--- config.mk ---
export PLATFORM = sky130hd
export DESIGN_NAME = resp_grant_gen
export DESIGN_NICKNAME = d
export VERILOG_FILES = /design/src/rtl/resp_pkg.sv /design/src/rtl/resp_grant_gen.sv
export SDC_FILE = /design/constraint.sdc
export NUM_CORES = 1
export LEC_CHECK = 0
export ABC_CLOCK_PERIOD_IN_PS = 2200
export CAP_MARGIN = 20
export CORE_MARGIN = 2
export CORE_UTILIZATION = 45
export CTS_CLUSTER_DIAMETER = 150
export DETAILED_ROUTE_END_ITERATION = 8
export PLACE_DENSITY = 0.75
export SYNTH_ARGS = -nofsm -noshare
export SYNTH_HDL_FRONTEND = slang
export SYNTH_SLANG_ARGS = --single-unit
--- constraint.sdc ---
create_clock -name clk -period 2.2 [get_ports clk]
set_clock_uncertainty 0.15 [all_clocks]
set_input_delay 0.55 -clock clk [delete_from_list [all_inputs] [get_ports clk]]
set_output_delay 0.55 -clock clk [all_outputs]
set_load 0.01 [all_outputs]
--- src/rtl/resp_pkg.sv ---
// Shared types and constants for the RESP grant generator.
// Define RESP_TIMEOUT_EN to add the TMO state and the grant-hold timeout.
package resp_pkg;

    localparam int RESP_GRANT_DELAY = 3;
    localparam int RESP_MAX_HOLD    = 16;
    localparam int RESP_TXN_W       = 16;
    localparam int RESP_DLY_W       = 4;
    localparam int RESP_HOLD_W      = 8;

`ifdef RESP_TIMEOUT_EN
    typedef enum logic [1:0] {
        IDLE  = 2'd0,
        WAIT  = 2'd1,
        GRANT = 2'd2,
        TMO   = 2'd3
    } resp_state_t;
`else
    typedef enum logic [1:0] {
        IDLE  = 2'd0,
        WAIT  = 2'd1,
        GRANT = 2'd2
    } resp_state_t;
`endif

endpackage

--- src/rtl/resp_grant_gen.sv ---
// RESP request/grant handshake generator.
// A request held high for GRANT_DELAY edges earns a registered grant that
// stays high until the request drops; completed grants are counted.
// Define RESP_TIMEOUT_EN to limit the grant phase to MAX_HOLD request-high
// edges, flag err_timeout and park in TMO until the request drops.
module resp_grant_gen
    import resp_pkg::*;
#(
    parameter int GRANT_DELAY = RESP_GRANT_DELAY,
    parameter int MAX_HOLD    = RESP_MAX_HOLD
) (
    input  logic                  clk,
    input  logic                  rst,
    input  logic                  request,
    output logic                  grant,
    output logic                  busy,
    output logic                  abort,
    output logic [RESP_TXN_W-1:0] txn_cnt,
    output logic                  err_timeout
);

    localparam logic [RESP_DLY_W-1:0]  DLY_LOAD  = RESP_DLY_W'(GRANT_DELAY - 1);
    localparam logic [RESP_HOLD_W-1:0] HOLD_LAST = RESP_HOLD_W'(MAX_HOLD - 1);

    // Elaboration-time guard on the legal parameter ranges.
    if (GRANT_DELAY < 1 || GRANT_DELAY > 15 || MAX_HOLD < 2 || MAX_HOLD > 255) begin : g_bad_param
        $error("resp_grant_gen: GRANT_DELAY or MAX_HOLD out of range");
    end

    resp_state_t           state, state_nxt;
    logic [RESP_DLY_W-1:0] dly_cnt, dly_nxt;
    logic                  grant_nxt;
    logic                  abort_nxt;
    logic                  txn_inc;

`ifdef RESP_TIMEOUT_EN
    logic [RESP_HOLD_W-1:0] hold_cnt, hold_nxt;
    logic                   tmo_hit;
`endif

    assign busy = (state != IDLE);

    // Next-state, counter and registered-output decode.
    always_comb begin
        state_nxt = state;
        dly_nxt   = dly_cnt;
        grant_nxt = 1'b0;
        abort_nxt = 1'b0;
        txn_inc   = 1'b0;
`ifdef RESP_TIMEOUT_EN
        hold_nxt  = '0;
        tmo_hit   = 1'b0;
`endif
        unique case (state)
            IDLE: begin
                if (request) begin
                    if (GRANT_DELAY == 1) begin
                        state_nxt = GRANT;
                        grant_nxt = 1'b1;
                    end else begin
                        state_nxt = WAIT;
                        dly_nxt   = DLY_LOAD;
                    end
                end
            end
            WAIT: begin
                if (!request) begin
                    // Requester gave up before the grant: abort, count nothing.
                    state_nxt = IDLE;
                    abort_nxt = 1'b1;
                    dly_nxt   = '0;
                end else if (dly_cnt == RESP_DLY_W'(1)) begin
                    // Grant is registered on the edge the counter hits zero.
                    state_nxt = GRANT;
                    grant_nxt = 1'b1;
                    dly_nxt   = '0;
                end else begin
                    dly_nxt = dly_cnt - RESP_DLY_W'(1);
                end
            end
            GRANT: begin
                if (request) begin
`ifdef RESP_TIMEOUT_EN
                    if (hold_cnt == HOLD_LAST) begin
                        state_nxt = TMO;
                        tmo_hit   = 1'b1;
                    end else begin
                        grant_nxt = 1'b1;
                        hold_nxt  = hold_cnt + RESP_HOLD_W'(1);
                    end
`else
                    grant_nxt = 1'b1;
`endif
                end else begin
                    state_nxt = IDLE;
                    txn_inc   = 1'b1;
                end
            end
`ifdef RESP_TIMEOUT_EN
            TMO: begin
                if (!request) begin
                    state_nxt = IDLE;
                end
            end
`endif
            default: state_nxt = IDLE;
        endcase
    end

    // State, counters and registered outputs; reset overrides the request.
    always_ff @(posedge clk) begin
        if (rst) begin
            state   <= IDLE;
            dly_cnt <= '0;
            grant   <= 1'b0;
            abort   <= 1'b0;
            txn_cnt <= '0;
        end else begin
            state   <= state_nxt;
            dly_cnt <= dly_nxt;
            grant   <= grant_nxt;
            abort   <= abort_nxt;
            if (txn_inc) begin
                txn_cnt <= txn_cnt + RESP_TXN_W'(1);
            end
        end
    end

`ifdef RESP_TIMEOUT_EN
    // Hold counter and sticky timeout flag.
    always_ff @(posedge clk) begin
        if (rst) begin
            hold_cnt    <= '0;
            err_timeout <= 1'b0;
        end else begin
            hold_cnt <= hold_nxt;
            if (tmo_hit) begin
                err_timeout <= 1'b1;
            end
        end
    end
`else
    assign err_timeout = 1'b0;
`endif

endmodule

# Word level (Yosys, flattened, before mapping)
# Index checks and enable logic that the tools add are counted.
[op_classes] add_sub_neg=2 n_eq_ne=6 mux=15 n_bitwise=1 n_reduce_logical=6
[ops] op="16-bit by 1-bit adder with 16-bit output, second input constant" count=1
[ops] op="4-bit 2-to-1 mux" count=3
[ops] op="2-bit 2-to-1 mux" count=4
[ops] op="4-bit case mux with 2 select lines" count=1
[ops] op="2-bit case mux with 3 select lines" count=1
[ops] op="1-bit 2-to-1 mux" count=5
[ops] op="4-bit by 1-bit == test with 1-bit output, second input constant" count=1
[ops] op="2-bit != test, second input constant" count=2
[ops] op="2-bit nonzero test" count=2
[ops] op="4-bit by 1-bit subtractor with 4-bit output, second input constant" count=1
[ops] op="3-bit != test, second input constant" count=1
[ops] op="3-bit AND reduction" count=1
[ops] op="2-bit by 1-bit == test with 1-bit output, second input constant" count=1
[ops] op="2-bit == test, second input constant" count=1
[ops] op="2-bit zero test" count=1
[ops] op="1-bit case mux with 2 select lines" count=1
[ops] op="2-bit AND reduction" count=1
[ops] op="2-bit OR reduction" count=1
[ops] op="1-bit NOT" count=1
[totals] reg_bits=24 in_bits=3 out_inout_bits=20

# Depth between registers and ports, before layout
# Gate-level depths: netlist (run 1).
[depth] depth_word=4 depth_mapped=6

# Least setup slack after synthesis (run 1)
# OpenSTA, ideal clock, no wires.
[synth_path] kind="flip-flop to flip-flop" startpoint="reg dly_cnt[1]" endpoint="reg state[0]" setup_ps=71 arrival_time_ps=1583 required_ps=1979 setup_slack_ps=396 path_stages_with_launch=7 n_path_buf=0 period_less_slack_ps=1804 cell_sequence="dfxtp_1 -> inv_1 -> ha_1 -> or3b_2 -> a21oi_1 -> mux2_2 -> a21oi_1"
[synth_via] elab_chain_len=3
[synth_rtl] element="from (decl)" line="resp_grant_gen.sv:31" text="logic [RESP_DLY_W-1:0] dly_cnt, dly_nxt;"
[synth_rtl] element="from (signal assigned)" line="resp_grant_gen.sv:120" text="dly_cnt <= dly_nxt;"
[synth_rtl] element="4-bit by 1-bit == test with 1-bit output" line="resp_grant_gen.sv:72" text="end else if (dly_cnt == RESP_DLY_W'(1)) begin"
[synth_rtl] element="3-bit != test (no line)"
[synth_rtl] element="3-bit AND reduction (no line)"
[synth_rtl] element="to (signal assigned)" line="resp_grant_gen.sv:119" text="state <= state_nxt;"
[synth_rtl] element="to (decl)" line="resp_grant_gen.sv:30" text="resp_state_t state, state_nxt;"
# No other way between the ends.
# A chain may end at the register's enable or synchronous reset.

# Final worst setup path (run 1)
[layout_path] startpoint="reg state[0]" endpoint="out busy"
[layout_via] elab_chain_len=1
[layout_rtl] element="2-bit nonzero test" line="resp_grant_gen.sv:41" text="assign busy = (state != IDLE);"
[layout_rtl] element="to (decl)" line="resp_grant_gen.sv:16" text="output logic busy,"
# No other way between the ends.

==> results.ini, run 1 <==
[clock_tree]
cts_root_buffer=clkbuf_4
cts.clk_slew.worst_paths_ns=0.13
numCtsBuffers=3
cts_tree=yes
hold_buffers=0
clockBufferDepth=2
h-tree-depth=1
cts_setup_buffers=0
clock_latency_ns=0.30
cts_resized=3
numClockSinks=24

[die]
die_w_microns=56.0
ios=23
dieHeight_microns=56.0
initial_core_util=0.482
die_area_sq_um=3130
num_rows=18
core_area_sq_um=2520

[finish]
nFillCells=242
drive_gt1_frac=0.108
final-seq-area_sq_um=483
layout_commonest_cell=dfxtp_1
final_area_sq_um=1510
nNetsFinal=177
most-common-layout-cells=dfxtp_1 (22), clkdlybuf4s50_1 (20), nor2_1 (19)
syn_to_final_growth_pct=24.5
final_core_util=0.600
multi_input_area_sq_um=682
num_antenna_cells=0

[detailed_routing]
ant_nets=0
drtIter0Drc=13
drt-total-wl_mm=2.40
vias_per_cell=5.31
wl_per_cell_microns=12.2
drcViolationCount=0
drtPass1Iterations=4
via_count=1041

[synthesis]
ys_seq_area_frac=0.395
netlist_area_sq_um=1210
synth.distinct_cells=35
avgSynthCellArea_sq_um=8.68
syn-num-nets=149
yosysWarnings=0
synth-seq-cells=24
synth_cells=140

[global_route]
grt_util_all_layers=0.157
first_global_vias=939
overflow=0
grt_first_pass_wirelength_mm=4.04
antenna_found_initial=0
grt_max_degree=13

[setup_path]
critPathMaxFanout=4
required_ns=1.50
critPathCaptureType=output pin
cp.arrival_ns=1.36
startpoint_type=flop
worstSetupPathType=flop to output pin

[timing]
slew_violations=0
layout_min_cycle_time_ns=2.06
rsz0062_at_grt=no
period_share=0.938
finalHoldViolations=0
setup_viol=0
fmax_mhz=485

[place]
place_congestion=0.789
port_buffers=21
hpwl_mm=1.82
dpl_cell_area_sq_um=1490

[power]
leakage_nw=0.587
power_frac_seq=0.592
clockPowerShare=0.232
vdd_drop_max_mv=0.322
power_frac_comb=0.176
p_per_area_nw_per_um2=520
sw_frac_of_total=0.262
p_sw_mw=0.206
p_int_mw=0.581

[hold_path]
hold_path.class=flop to flop

[job]
drv_cap=0

[outcome]
status=complete, no violations

[state kept, by name, summed over array words and instances (netlist names)]
signal   count
state        2
dly_cnt      4
txn_cnt     16
abort        1
grant        1
[worst paths after layout]
kind / startpoint / endpoint / slack (ns) / cells past startpoint
max reg2reg: dly_cnt[1] / state[0] / 0.26 / 6
max: state[0] / busy / 0.14 / 4
min reg2reg: state[0] / state[0] / 0.34 / 2
min: state[0] / state[0] / 0.34 / 2
[through the flow]
step / total power [mW] / std cells / setup WS, ns / setup TNS (ns) / hold slack, ns
global placement: 0.608 / 193 / -0.00725 / -0.00725 / 0.322
floorplan: 0.575 / 140 / 0.396 / 0 / 0.312
CTS: 0.800 / 196 / 0.0964 / 0 / 0.346
finish: 0.787 / 196 / 0.136 / 0 / 0.341
detailed placement: 0.615 / 193 / -0.0304 / -0.0304 / 0.348
global route: 0.830 / 196 / 0.0620 / 0 / 0.367
[logic make-up after synthesis]
kind of cell | after synthesis | share of synthesized area
simple gates | 59 | 0.268
buf+inv | 13 | 0.0433
compound gates | 20 | 0.0999
mux | 4 | 0.0350
other cells | 1 | 0.00309
fa+ha+maj | 6 | 0.0618
xor+xnor | 13 | 0.0937
flops | 24 | 0.395
[worst max-delay path, stage by stage (launching register included)]
cell,delay [ns]
dfxtp_2,0.38
inv_1,0.06
ha_1,0.21
inv_1,0.12
dlygate4sd2_1,0.28
[per-layer routing]
metal,track usage,part of all wire,vias up
li1,-,-,532
met3,0.0209,0.039,2
met5,0,0,-
met2,0.262,0.48,15
met4,0.0510,0.0042,0
met1,0.208,0.48,492
[synth_stat cells (all sizes together)]
cell / number / area (sq um)
and4b: 1 / 11.3
a211oi: 1 / 7.51
nor2: 19 / 71.3
clkbuf: 3 / 11.3
xnor2: 7 / 61.3
and4: 2 / 17.5
nor4: 1 / 6.26
or3b: 1 / 8.76
nand2: 8 / 30.0
o21ai: 4 / 20.0
conb: 1 / 3.75
mux2i: 2 / 20.0
mux2: 2 / 22.5
and2: 1 / 6.26
nor3: 4 / 20.0
a21oi: 9 / 45.0
nand4b: 2 / 32.5
buf: 1 / 7.51
nand4: 6 / 37.5
o21a: 1 / 7.51
a211o: 1 / 8.76
or3: 2 / 12.5
nor4b: 1 / 8.76
a31o: 2 / 17.5
inv: 9 / 33.8
ha: 6 / 75.1
or2: 1 / 6.26
a22oi: 1 / 7.51
xor2: 6 / 52.6
nor2b: 3 / 18.8
o31ai: 1 / 7.51
nand3: 5 / 25.0
dfxtp: 24 / 480
and3: 2 / 12.5
[area by class of cell]
class / count / area share
clock buffer: 3 / 0.0149
inverter: 9 / 0.0223
multi-input combinational: 103 / 0.451
sequential: 24 / 0.319
tap: 30 / 0.0248
timing repair buffer: 27 / 0.168
[power groups by stage]
stage / Combinational (mW) / Sequential [mW] / Clock (mW)
floorplan: 0.103 / 0.472 / 0
detailed placement: 0.140 / 0.475 / 0
CTS: 0.139 / 0.466 / 0.195
global route: 0.158 / 0.468 / 0.204
global placement: 0.135 / 0.473 / 0
finish: 0.138 / 0.466 / 0.183
Power figures use the tool's default switching activity.
==> inputs of run 2 (changes only) <==
Settings changed: CTS_CLUSTER_SIZE from default to 25.
==> results of run 2 <==
Same layout as run 1: the final DEF is identical, and so are final timing and power.
==> RTL change (flow settings as in run 2) <==
Encoding of `resp_state_t`: now one-hot (3 bits for 3 states).
--- a/src/rtl/resp_pkg.sv
+++ b/src/rtl/resp_pkg.sv
@@ -16,10 +16,10 @@
         TMO   = 2'd3
     } resp_state_t;
 `else
-    typedef enum logic [1:0] {
-        IDLE  = 2'd0,
-        WAIT  = 2'd1,
-        GRANT = 2'd2
+    typedef enum logic [2:0] {
+        IDLE  = 3'b001,
+        WAIT  = 3'b010,
+        GRANT = 3'b100
     } resp_state_t;
 `endif
 
Function: no difference found for any inputs over 10 cycles, from zero or initial values and one cycle with rst high; not proved beyond that.
==> RTL change against run 2 <==
- cell area shrank 0.41%
- cell count rose by 0.51%
- synthesized area shrank 2.1%
- count of clock-buffer cells in the layout increased by 1
- sequential cell count grew 1
- wire length decreased by 2.3%
- largest cell class unchanged
- setup slack worse by 0.031 ns
- utilization increased by 0.29 points
Power is not compared: it rests on default switching activity, and its combinational part moved more than twofold at a synthesized area within 25%.
==> RTL change: results <==
export IMPL_clkTransAtPathRegs_ns=0.13
export IMPL_setup_viol=0
export IMPL_internal_power_uw=555.5
export IMPL_num_fill_cells=225
export IMPL_ys_warn_count=0
export IMPL_grt_pass1_wl_mm=4.160
export IMPL_status="completed"
export IMPL_cts_root_buf="clkbuf_4"
export IMPL_vias=1059
export IMPL_port_buffers=21
export IMPL_drv_slew=0
export IMPL_ir_drop_mv=0.4800
export IMPL_synthMuxAreaShare=0.01682
export IMPL_ys_seq_area_frac=0.4206
export IMPL_ys_top_cells_by_count="dfxtp_1, nor2_1, o21ai_0, xnor2_1, a21oi_1"
export IMPL_hp_class="flip-flop to flip-flop"
export IMPL_post_cts_buffers=0
export IMPL_async_flop_share=0
export IMPL_synth_xor_area_frac=0.08833
export IMPL_wl_per_cell_um=11.89
export IMPL_reg_top3="txn_cnt x16, dly_cnt x4, state x3"
export IMPL_max_slew_margin_rel=0.5934
export IMPL_max_stage_delay_ns=0.48
export IMPL_synth_compound_area_share=0.09253
export IMPL_power_leakage_nw=0.5291
export IMPL_synthTopCellsByArea="dfxtp_1, xnor2_1, nor2_1"
export IMPL_n_antenna_cell=0
export IMPL_clock_path_buffers=2
export IMPL_dp_hpwl_mm=1.791
export IMPL_htreeDepth=1
export IMPL_synth_fp_nets=145
export IMPL_synthAdderAreaFrac=0.03155
export IMPL_cp_top_family="simple AND/OR/NAND/NOR gates"
export IMPL_grt_max_degree=21
export IMPL_grt_pass1_vias=1016
export IMPL_synth_cell_type_count=36
export IMPL_cp_max_fo=2
export IMPL_gp_congestion=0.7922
export IMPL_nets=174
export IMPL_antenna_found_initial=0
export IMPL_drt_pass1_iter_count=4
export IMPL_grt_usage=0.1639
export IMPL_cts_inserted_buffers=3
export IMPL_insertion_delay_ns=0.31
export IMPL_ys_flop_type="dfxtp_1"
export IMPL_critPathSlowestCell="or4b_4"
export IMPL_drt_initial_drc_count=17
export IMPL_drive_above_1_share=0.1078
-- RTL change: changes by cell type after synthesis, moves of 3 or more --
| cell | delta |
|---|---|
| xor2_1 | -3 |
| nor3b_1 | +5 |
| nor4_1 | +4 |
| o21ai_0 | +5 |
| nand4_1 | -4 |
| ha_1 | -3 |
| inv_1 | -4 |
| nor2b_1 | -3 |
-- RTL change: layout make-up --
cell class,count,area share
Tap cell,30,0.02492
Clock buffer,4,0.01744
Sequential cell,25,0.3322
Timing Repair Buffer,31,0.1877
Inverter,5,0.01246
Multi-Input combinational cell,102,0.4253
-- RTL change: final timing paths --
kind / to / cells past startpoint / slack [ns] / startpoint
max: txn_cnt[14]$_SDFFE_PP0P_ / 5 / 0.10 / request
min: txn_cnt[15]$_SDFFE_PP0P_ / 2 / 0.35 / txn_cnt[15]$_SDFFE_PP0P_
max reg2reg: txn_cnt[14]$_SDFFE_PP0P_ / 4 / 0.11 / state[2]$_SDFFE_PP0P_
min reg2reg: txn_cnt[15]$_SDFFE_PP0P_ / 2 / 0.35 / txn_cnt[15]$_SDFFE_PP0P_
-- RTL change: stage by stage --
step | area [um^2] | setup WS (ns) | instances | TNS [ns] | utilization
global placement | 1474 | -0.3713 | 193 | -3.354 | 0.5896
detailed placement | 1474 | -0.4019 | 193 | -3.629 | 0.5896
finish | 1506 | 0.1048 | 197 | 0 | 0.6026
CTS | 1506 | 0.09889 | 197 | 0 | 0.6026
floorplan | 1190 | -0.03811 | 139 | -0.03811 | -
global route | 1506 | 0.03813 | 197 | 0 | 0.6026
-- RTL change: metal layers --
| metal | global-route usage | up-vias | share of wire |
|---|---|---|---|
| met3 | 0.01874 | 2 | 0.026 |
| met4 | 0.08362 | 0 | 0.012 |
| met5 | 0 | - | 0 |
| met1 | 0.2088 | 493 | 0.49 |
| met2 | 0.2721 | 16 | 0.48 |
| li1 | - | 548 | - |
-- RTL change: worst reg2reg max path, cell delays in order, from the launching register on --
cell,delay (ns)
dfxtp_1,0.47
or4b_4,0.50
or4_4,0.43
or3_1,0.35
a21oi_1,0.14
-- RTL change: power by group through the flow --
| stage | logic, mW | registers [mW] | clock network [mW] |
|---|---|---|---|
| 2_1_floorplan | 0.0350 | 0.472 | 0 |
| 3_3_place_gp | 0.0562 | 0.472 | 0 |
| 3_5_place_dp | 0.0579 | 0.472 | 0 |
| 4_1_cts | 0.0571 | 0.463 | 0.212 |
| 5_1_grt | 0.0636 | 0.464 | 0.227 |
| 6_report | 0.0565 | 0.463 | 0.200 |
-- RTL change: what timing repair did --
| item | CTS | global route |
|---|---|---|
| gates resized for setup | 4 | 0 |
| hold endpoints to repair | 0 | 0 |
| setup endpoints to repair | 4 | 0 |
